--- src/rtl/image_read_ctrl.sv ---
// ============================================================================
// Module   : image_read_ctrl
// Brief    : Reads an interleaved RGB frame buffer one byte per cycle and
//            presents pixels in top-down raster order over a valid/ready port.
//            Define IMG_BOTTOM_UP_EN when the buffer stores rows bottom-first.
// Revision : 1.0 - initial release
// ============================================================================
`default_nettype none

module image_read_ctrl #(
    parameter int WIDTH  = 768,
    parameter int HEIGHT = 512,
    parameter int AW     = 21
) (
    input  logic          HCLK,
    input  logic          HRESETn,
    input  logic          start,
    output logic          busy,
    output logic          done,
    output logic          mem_rd_en,
    output logic [AW-1:0] mem_addr,
    input  logic [7:0]    mem_rdata,
    output logic          px_valid,
    input  logic          px_ready,
    output logic [7:0]    px_r,
    output logic [7:0]    px_g,
    output logic [7:0]    px_b,
    output logic [15:0]   px_row,
    output logic [15:0]   px_col
);

    localparam int          ROW_BYTES = 3 * WIDTH;
    localparam logic [15:0] LAST_COL  = 16'(WIDTH - 1);
    localparam logic [15:0] LAST_ROW  = 16'(HEIGHT - 1);

    typedef enum logic [2:0] {
        IDLE  = 3'd0,
        RD_R  = 3'd1,
        RD_G  = 3'd2,
        RD_B  = 3'd3,
        CAP_B = 3'd4,
        OUT   = 3'd5,
        FIN   = 3'd6
    } state_t;

    state_t        state;
    state_t        state_nxt;
    logic [15:0]   row;
    logic [15:0]   col;
    logic [15:0]   src_row;
    logic [AW-1:0] base;
    logic [AW-1:0] rd_addr;
    logic          accept;
    logic          last_px;

`ifdef IMG_BOTTOM_UP_EN
    assign src_row = LAST_ROW - row;
`else
    assign src_row = row;
`endif

    assign base    = AW'(ROW_BYTES) * AW'(src_row) + AW'(3) * AW'(col);
    assign accept  = (state == OUT) && px_ready;
    assign last_px = (row == LAST_ROW) && (col == LAST_COL);

    always_ff @(posedge HCLK or negedge HRESETn) begin
        if (!HRESETn) begin
            state <= IDLE;
        end else begin
            state <= state_nxt;
        end
    end

    always_comb begin
        state_nxt = state;
        busy      = 1'b1;
        done      = 1'b0;
        mem_rd_en = 1'b0;
        rd_addr   = base;
        px_valid  = 1'b0;
        unique case (state)
            IDLE: begin
                busy = 1'b0;
                if (start) state_nxt = RD_R;
            end
            RD_R: begin
                mem_rd_en = 1'b1;
                state_nxt = RD_G;
            end
            RD_G: begin
                mem_rd_en = 1'b1;
                rd_addr   = base + AW'(1);
                state_nxt = RD_B;
            end
            RD_B: begin
                mem_rd_en = 1'b1;
                rd_addr   = base + AW'(2);
                state_nxt = CAP_B;
            end
            CAP_B: state_nxt = OUT;
            OUT: begin
                px_valid = 1'b1;
                if (px_ready) state_nxt = last_px ? FIN : RD_R;
            end
            FIN: begin
                done      = 1'b1;
                state_nxt = IDLE;
            end
            default: state_nxt = IDLE;
        endcase
    end

    // Address is forced to zero whenever no read is in flight.
    assign mem_addr = mem_rd_en ? rd_addr : '0;

    always_ff @(posedge HCLK or negedge HRESETn) begin
        if (!HRESETn) begin
            row  <= '0;
            col  <= '0;
            px_r <= '0;
            px_g <= '0;
            px_b <= '0;
        end else begin
            if (state == IDLE && start) begin
                row <= '0;
                col <= '0;
            end
            // Each byte arrives one cycle after its strobe.
            if (state == RD_G)  px_r <= mem_rdata;
            if (state == RD_B)  px_g <= mem_rdata;
            if (state == CAP_B) px_b <= mem_rdata;
            if (accept && !last_px) begin
                if (col == LAST_COL) begin
                    col <= '0;
                    row <= row + 16'd1;
                end else begin
                    col <= col + 16'd1;
                end
            end
        end
    end

    assign px_row = row;
    assign px_col = col;

endmodule

`default_nettype wire
--- config.mk ---
export PLATFORM = sky130hd
export DESIGN_NAME = image_read_ctrl
export DESIGN_NICKNAME = d
export VERILOG_FILES = /design/src/rtl/image_read_ctrl.sv
export SDC_FILE = /design/constraint.sdc
export NUM_CORES = 1
export LEC_CHECK = 0
export CAP_MARGIN = 10
export CORE_MARGIN = 3
export CORE_UTILIZATION = 53
export CTS_BUF_LIST = sky130_fd_sc_hd__clkbuf_8 sky130_fd_sc_hd__clkbuf_16
export CTS_CLUSTER_DIAMETER = 150
export CTS_CLUSTER_SIZE = 24
export DETAILED_ROUTE_END_ITERATION = 7
export PLACE_DENSITY_LB_ADDON = 0.05
export REMOVE_ABC_BUFFERS = 1
export SLEW_MARGIN = 20
export SYNTH_ARGS = -nofsm -noshare
export SYNTH_HDL_FRONTEND = slang
export SYNTH_SLANG_ARGS = --single-unit
--- constraint.sdc ---
create_clock -name HCLK -period 7.09 [get_ports HCLK]
set_input_delay 0.709 -clock HCLK [delete_from_list [all_inputs] [get_ports HCLK]]
set_output_delay 0.709 -clock HCLK [all_outputs]
set_load 0.05 [all_outputs]
# Word level (Yosys, flattened, before mapping)
# Index checks and enable logic that the tools add are counted.
word_totals:
  input_bits: 12
  regBits: 59
  latchBits: 0
  ramBits: 0
  output_inout_bits: 81
  mem_bits_ro: 0
  mem_count: 0
  wordCells: 48
classes:
  bitwise_logic: 0
  n_mux: 16
  multipliers: 2
  order_cmp: 0
  n_shift: 0
  n_reduce_logical: 9
  eq_ne: 10
  div_mod_pow: 0
  addsub: 5
ops:
  columns: ["operator", "n"]
  rows:
  - ["$mux 16", 6]
  - ["$pmux 21 s2", 1]
  - ["$add 16x1->16 const B", 2]
  - ["$add 21x1->21 const B", 1]
  - ["$add 21x18->21", 1]
  - ["$add 21x2->21 const B", 1]
  - ["$mux 21", 1]
  - ["$mul 2x16->18 const A", 1]
  - ["$pmux 3 s6", 1]
  - ["$eq 16x10->1 const B", 1]
  - ["$eq 16x9->1 const B", 1]
  - ["$mul 4x16->13 const A", 1]
  - ["$eq 3x3->1 const B", 3]
  - ["$mux 3", 3]
  - ["$eq 3x2->1 const B", 2]
  - ["$logic_and 1x1->1", 4]
  - ["$mux 1", 4]
  - ["$ne 2x2->1 const B", 2]
  - ["$eq 3x1->1 const B", 1]
  - ["$logic_not 3->1", 1]
  - ["$reduce_or 3->1", 1]
  - ["$reduce_and 2->1", 1]
  - ["$reduce_bool 2->1", 1]
  - ["$logic_not 1->1", 1]

# Depth between registers and ports, before layout
# Gate-level depths: netlist (run 1).
depth:
  depth_word: 5
  mapped_depth: 16
  depth_no_buf: 16

# Worst setup path after synthesis (run 1)
# Ideal clock, no wire load.
synth_path:
  path_kind: "reg-to-output"
  from: "register row[4] (netlist: px_row[4])"
  to: "output port mem_addr[20]"
  arrival_time_ns: 6.053
  slack_ns: 0.328
  n_path_buf: 0
  required_ns: 6.381
  path_stages_with_launch: 16
  cell_sequence: "dfrtp_1 > ha_1 > ha_1 > fa_1 > xor2_1 > fa_1 > ha_1 > a21o_2 > a21oi_2 > mux2_4 > or4b_4 > or3_1 > nand2b_4 > or2_4 > o31a_1 > nor3_1"
synth_via:
  elab_chain_cells: 5
  elab_cells_between_ends: 6
  classes_between: "add/sub: 3; mul: 1; mux: 2"
synth_rtl:
  columns: ["item", "line", "source"]
  rows:
  - ["from (decl)", "48", "logic [15:0] row;"]
  - ["from (signal assigned)", "135", "row <= row + 16'd1;"]
  - ["$mul 4x16->13 *", "62", "assign base = AW'(ROW_BYTES) * AW'(src_row) + AW'(3) * AW'(col);"]
  - ["$add 21x18->21 *", "62", null]
  - ["$add 21x2->21 or $add 21x1->21 (tied branches)", "97, 92", null]
  - ["$pmux 21 s2 *", "81", "unique case (state)"]
  - ["$mux 21 *", "114", "assign mem_addr = mem_rd_en ? rd_addr : '0;"]
  - ["to (decl)", "21", "output logic [AW-1:0] mem_addr,"]
# Mark *: on every way between the ends. The rest lies on a longest branch, timed or not.

# Worst setup path in the final report (run 1)
layout_path:
  from: "register row[1] (netlist: px_row[1])"
  to: "output port mem_addr[19]"
# Same word-level chain as after synthesis.

==> results.cfg, run 1 <==
[logic_synthesis]
synth.avg_cell_area_um2 = 8.95
synth_area_um2 = 5170
synth_compound_area_frac = 0.174
synth_top_family_by_area = simple AND/OR/NAND/NOR gates
syn_inst = 578
synthMuxAreaShare = 0.0590
synth_xor_area_frac = 0.0728
ys.flop_type = dfrtp_1
yosys.area_share.simple = 0.206
ys_seq_area_frac = 0.286
synth-seq-cells = 59
synth_async_sr_flop_share = 1.00
synth_edf_count = 0
synth_cell_type_count = 61
synthAdderAreaFrac = 0.172
synth_warnings = 0

[worst_hold_path]
hold_path_class = in -> async

[timing]
drv_slew = 0
setup_viol = 0
clock.fmax_mhz = 147
finalCriticalPeriod_ns = 6.79
clock_skew_ns = 0.0182
fin_ws_ns = 0.303
max-slew-margin-rel = 0.311
rsz0062_at_grt = no
fin_tns_setup_ns = 0
tightest_slew_ns = 1.03
final.period_utilization = 0.957
finalHoldViolations = 0

[die]
core_um2 = 9370
start_util = 0.552
dieWidth_um = 105
row_count = 35
pin_count = 93
die_y_um = 105
die-area_um2 = 11000

[setup_path]
r2r_setup_slack_ns = 3.19
start_kind = register
worstPathMaxFanout = 7
cp.arrival_ns = 6.08
endpoint_kind = output pin
required_ns = 6.38
critPathKind = reg -> out

[power]
p_leak_nw = 3.00
ir_drop_uv = 187
power_density_nw_per_um2 = 265
p_switching_mw = 0.780
p_int_mw = 0.917
pwr-share-clk = 0.210
p_seq_frac = 0.291
p_sw_frac = 0.460
comb_power_share = 0.499

[routing]
drc = 0
drt_iter0_drc = 235
wl_mm = 13.1
via_per_inst = 5.86
drt_first_pass_iters = 5
antenna_left = 0
wire_per_inst_um = 16.5
vias = 4665

[placed_design]
gp_congestion = 0.879
pre_cts_ws_ns = 0.515
io_buffers = 92
hpwlAfterDp_mm = 10.0

[clock_tree]
cts_hold_buf = 0
clockBufferDepth = 2
cts_setup_buffers = 0
cts_tree = done
clkTransAtPathRegs_ns = 0.09
ctsResizeCount = 0
worstSkewPairLatency_ns = 0.35
htree_num_levels = 3
cts_root_buf = clkbuf_8
cts_buffers = 9
clock_sinks = 59

[layout]
antenna_cells = 0
layout_commonest_cell = clkdlybuf4s50_1
area_delta_synth_final_pct = 23.9
layout_common_cells = clkdlybuf4s50_1 (89), nor2_1 (59), dfrtp_1 (59)
nets = 739
drive_gt1_frac = 0.0900
fillers = 778

[global_route]
grt_start_max_net_pins = 60
grt_use_total = 0.244
grt_first_pass_wirelength_mm = 22.3
grt_antenna_before_repair = 0
grt-ovfl-total = 0
grt_pass1_vias = 4530

[status]
status = finished clean

[job]
maxCapViolCount = 0
==> flip-flops by register name, indices dropped and copies added, names as in the netlist <==
| name | flops |
|---|---|
| state | 3 |
| px_row | 16 |
| px_b | 8 |
| px_col | 16 |
| px_r | 8 |
| px_g | 8 |
==> path summary, 6_finish.rpt <==
kind	end	cells past startpoint	start
max in group asynchronous	px_col[12]	2	HRESETn
setup reg to reg	px_col[13]	8	px_col[0]
min in group HCLK	px_b[2]	1	px_b[2]
setup / recovery	mem_addr[19]	16	px_row[1]
hold / removal	px_col[0]	2	HRESETn
hold reg to reg	px_b[2]	1	px_b[2]
==> metrics by stage <==
step,total power [mW],utilization,cell area [µm²],instances,hold slack (ns)
2_1_floorplan,1.06,-,5090,557,0.413
3_5_place_dp,1.36,0.659,6180,780,0.494
4_1_cts,1.71,0.683,6400,796,0.509
5_1_grt,1.77,0.684,6410,796,0.528
6_report,1.70,0.684,6410,796,0.490
3_3_place_gp,1.34,0.659,6180,780,0.487
==> power by group through the flow <==
stage               clock network [mW]  registers [mW]  logic, mW
floorplan                            0           0.749      0.312
global placement                     0           0.497      0.842
detailed placement                   0           0.502      0.853
CTS                              0.362           0.495      0.855
global route                     0.377           0.508      0.889
finish                           0.357           0.494      0.847
==> cells by family (layout without fill, tap and decap cells) <==
family                     after synthesis  count (layout)
and+or+nand+nor                        211             211
AOI/OAI and AO/OA                      132             132
adders and majority gates               65              65
DFF                                     59              59
xor gates and xnor gates                43              43
buffers and inverters                   41             130
muxes                                   27              27
==> cells in the mapped netlist, drive strengths merged (6+ instances only) <==
cell    count  area share
nor3       15       0.015
nor4        6      0.0073
dfrtp      59        0.29
and2       10       0.013
or3         7      0.0085
xnor2      24       0.041
a21o       13       0.020
a21oi      19       0.019
fa         10       0.039
and3        8      0.0097
xor2       19       0.032
clkbuf     16       0.012
o21ai      40       0.039
ha         55        0.13
nand4      18       0.022
nand3      23       0.022
a31oi       6      0.0073
nor2       59       0.043
o31ai       7       0.013
a211oi     12       0.019
nand2      41       0.030
o21bai      6      0.0087
inv        20       0.015
mux2       25       0.055
==> worst max-delay path, stage by stage (launching register included) <==
cell,delay [ns]
dfrtp_1,0.48
ha_1,0.34
ha_1,0.24
fa_1,0.44
xor2_1,0.18
fa_1,0.44
ha_1,0.40
a21o_2,0.29
a21oi_2,0.15
mux2_4,0.31
or4b_4,0.55
or3_1,0.41
nand2b_4,0.17
nor4_1,0.34
xnor2_1,0.11
nor2_1,0.09
clkdlybuf4s50_1,0.81
==> layer usage <==
| metal | vias up | wire (µm) | GRT usage |
|---|---|---|---|
| met5 | - | 0 | 0 |
| met4 | 0 | 133 | 0.0525 |
| met3 | 15 | 612 | 0.0414 |
| met2 | 122 | 6190 | 0.405 |
| met1 | 2249 | 6210 | 0.335 |
| li1 | 2279 | - | - |
==> layout make-up <==
type | instances | area (µm²) | area share
timing repair buffer | 94 | 936 | 0.146
clock inverter | 7 | 100 | 0.0156
inverter | 20 | 75.1 | 0.0117
clock buffer | 9 | 124 | 0.0193
sequential | 59 | 1480 | 0.230
multi-input combinational | 478 | 3540 | 0.552
tap | 129 | 161 | 0.0252
(Power assumes the default switching activity.)
==> run 2: changes to the inputs <==
--- a/config.mk
+++ b/config.mk
@@ -6,4 +6,5 @@
 export NUM_CORES = 1
 export LEC_CHECK = 0
+export ABC_AREA = 1
 export CAP_MARGIN = 10
 export CORE_MARGIN = 3
@@ -14,5 +15,4 @@
 export DETAILED_ROUTE_END_ITERATION = 7
 export PLACE_DENSITY_LB_ADDON = 0.05
-export REMOVE_ABC_BUFFERS = 1
 export SLEW_MARGIN = 20
 export SYNTH_ARGS = -nofsm -noshare
==> constraint.sdc (replaced) <==
create_clock -name HCLK -period 7.09 [get_ports HCLK]
set_input_delay 0.709 -clock HCLK [delete_from_list [all_inputs] [get_ports HCLK]]
set_output_delay 0.709 -clock HCLK [all_outputs]
set_load 0.005 [all_outputs]
==> run 2 against run 1 <==
Clock skew is 0.0063 ns lower. Combinational power shrank 26%. Routed wire length is 28% higher. Setup slack better by 1.0 ns. Critical path type unchanged. Largest cell class unchanged. Highest routed layer unchanged.
==> results.cfg, run 2 <==
[status]
status = finished clean

[clock_tree]
worstSkewPairLatency_ns = 0.35
clkTransAtPathRegs_ns = 0.07
cts_tree = done
ctsResizeCount = 0
cts_hold_buf = 0
cts_root_buf = clkbuf_8
clock_sinks = 59
cts_buffers = 9
htree_num_levels = 3
cts_setup_buffers = 0
clockBufferDepth = 2

[placed_design]
io_buffers = 92
hpwlAfterDp_mm = 13.2
gp_congestion = 0.913
place_area_um2 = 6910

[setup_path]
crit_top_cell = nand2_1
critPathKind = reg -> out
worstPathMaxFanout = 9
endpoint_kind = output pin
slowest_delay_ns = 0.52
cp.arrival_ns = 5.05
start_kind = register
required_ns = 6.38
path_cells = ha_1 > ha_1 > fa_1 > xor2_1 > fa_1 > ha_1 > nand2_1 > inv_1 > nand2_1 > nand2_1 > a21oi_1 > nand2_1 > nand2_1 > nand2_1 > nor2_2 > nand2_1 > nor2_1 > nand3_1 > o21ai_1 > inv_1 > nor2_1 > clkdlybuf4s50_1
cpMaxStageDelayCell = dfrtp_1

[logic_synthesis]
ys.flop_type = dfrtp_1
synth_edf_count = 0
synth_async_sr_flop_share = 1.00
synth.avg_cell_area_um2 = 6.86
synthAdderAreaFrac = 0.152
synth_warnings = 0
ys_seq_area_frac = 0.252
synth_cell_type_count = 45
yosys.area_share.simple = 0.348
synth_top_family_by_area = simple AND/OR/NAND/NOR gates
synth_xor_area_frac = 0.0446
synth_top_cells_by_count = nand2_1 (229), inv_1 (114), nand3_1 (81)
synth_top_cell_area_share = 0.252
synth-seq-cells = 59
synthMuxAreaShare = 0.00171
synth_area_um2 = 5860
synth_area_leaders = dfrtp_1 (25%), nand2_1 (15%), ha_1 (12%), inv_1 (7.3%), nand3_1 (6.9%)
syn_inst = 854
yosys.area.top_type = dfrtp_1
synth_most_common_cell = nand2_1
syn_nets = 931
synth_compound_area_frac = 0.107

[timing]
drv_slew = 0
finalHoldViolations = 0
rsz0062_at_grt = no
clock_skew_ns = 0.0118
finalCriticalPeriod_ns = 5.76
setup_viol = 0
max-slew-margin-rel = 0.369
fin_tns_setup_ns = 0
tightest_slew_ns = 0.943
clock.fmax_mhz = 174
final.period_utilization = 0.812

[power]
ir_drop_uv = 225
power_mw = 1.49
power_density_nw_per_um2 = 208
p_leak_nw = 3.61

[layout]
layout_commonest_cell = nand2_1
multi_input_area_um2 = 3830
fin_area_um2 = 7160
area.sequential_um2 = 1480
fillers = 924
area_delta_synth_final_pct = 22.2
layout_common_cells = nand2_1 (229), inv_1 (114), clkdlybuf4s50_1 (91)
drive_gt1_frac = 0.0777
antenna_cells = 0
nets = 1024

[routing]
wire_per_inst_um = 15.5
drt_iter0_drc = 363
antenna_left = 0
via_per_inst = 5.51
vias = 5992
drc = 0
drt_first_pass_iters = 5
wl_mm = 16.8

[die]
start_util = 0.555
dieWidth_um = 111
die-area_um2 = 12400
row_count = 37
die_y_um = 111
pin_count = 93
core_um2 = 10600

[global_route]
grt_start_max_net_pins = 60
grt_pass1_vias = 5774
grt-ovfl-total = 0
grt_antenna_before_repair = 0
grt_first_pass_wirelength_mm = 28.4
grt_use_total = 0.279

[job]
maxCapViolCount = 0

[worst_hold_path]
hold_path_class = reg -> reg
-- run 2: logic make-up (layout without fill, tap and decap cells) --
group                      Yosys count  after routing
xor gates and xnor gates            29             29
DFF                                 59             59
and+or+nand+nor                    441            441
AOI/OAI and AO/OA                  113            113
buffers and inverters              146            244
muxes                                1              1
adders and majority gates           65             65
-- run 2: cell type report --
class	count	area share
Clock buffer	10	0.0192
Clock inverter	6	0.0156
Inverter	134	0.0709
Multi-Input combinational cell	649	0.534
Sequential cell	59	0.206
Tap cell	136	0.0238
Timing Repair Buffer	94	0.130
-- run 2: routing by layer --
metal / up-vias / routed length (µm) / track usage
met5: - / 0 / 0
met4: 0 / 395 / 0.0884
met3: 32 / 1250 / 0.0655
met2: 198 / 7880 / 0.458
met1: 2790 / 7290 / 0.362
li1: 2972 / - / -
-- run 2: power by group --
part,switching (mW),internal [mW]
logic,0.335,0.290
registers,0.0590,0.417
clock network,0.146,0.244
total,0.540,0.950
-- run 2: metrics by stage --
step / setup WS, ns / util / hold WS, ns / std cells
6_report: 1.33 / 0.678 / 0.490 / 1088
2_1_floorplan: 2.76 / - / 0.413 / 854
3_3_place_gp: 1.87 / 0.655 / 0.467 / 1072
5_1_grt: 0.890 / 0.678 / 0.516 / 1088
3_5_place_dp: 1.75 / 0.655 / 0.472 / 1072
4_1_cts: 1.34 / 0.678 / 0.490 / 1088
-- run 2: worst max-delay path: cells and delay by family (launching register included) --
kind	cells	cell delay (ns)
xor gates and xnor gates	1	0.27
AOI/OAI and AO/OA	2	0.37
buffers and inverters	3	0.61
and+or+nand+nor	11	1.12
DFF	1	0.52
adders and majority gates	5	1.80
-- run 2: path summary, 6_finish.rpt --
| check | from | to | slack, ns | depth (start not counted) |
|---|---|---|---|---|
| worst max register to register | px_col[0] | px_col[6] | 4.42 | 12 |
| worst max-delay path | px_row[4] | mem_addr[20] | 1.33 | 22 |
| min in group asynchronous | HRESETn | px_r[6] | 0.51 | 2 |
| worst min-delay path | px_g[3] | px_g[3] | 0.49 | 2 |
| worst min register to register | px_g[3] | px_g[3] | 0.49 | 2 |
| max in group asynchronous | HRESETn | px_col[6] | 6.05 | 2 |
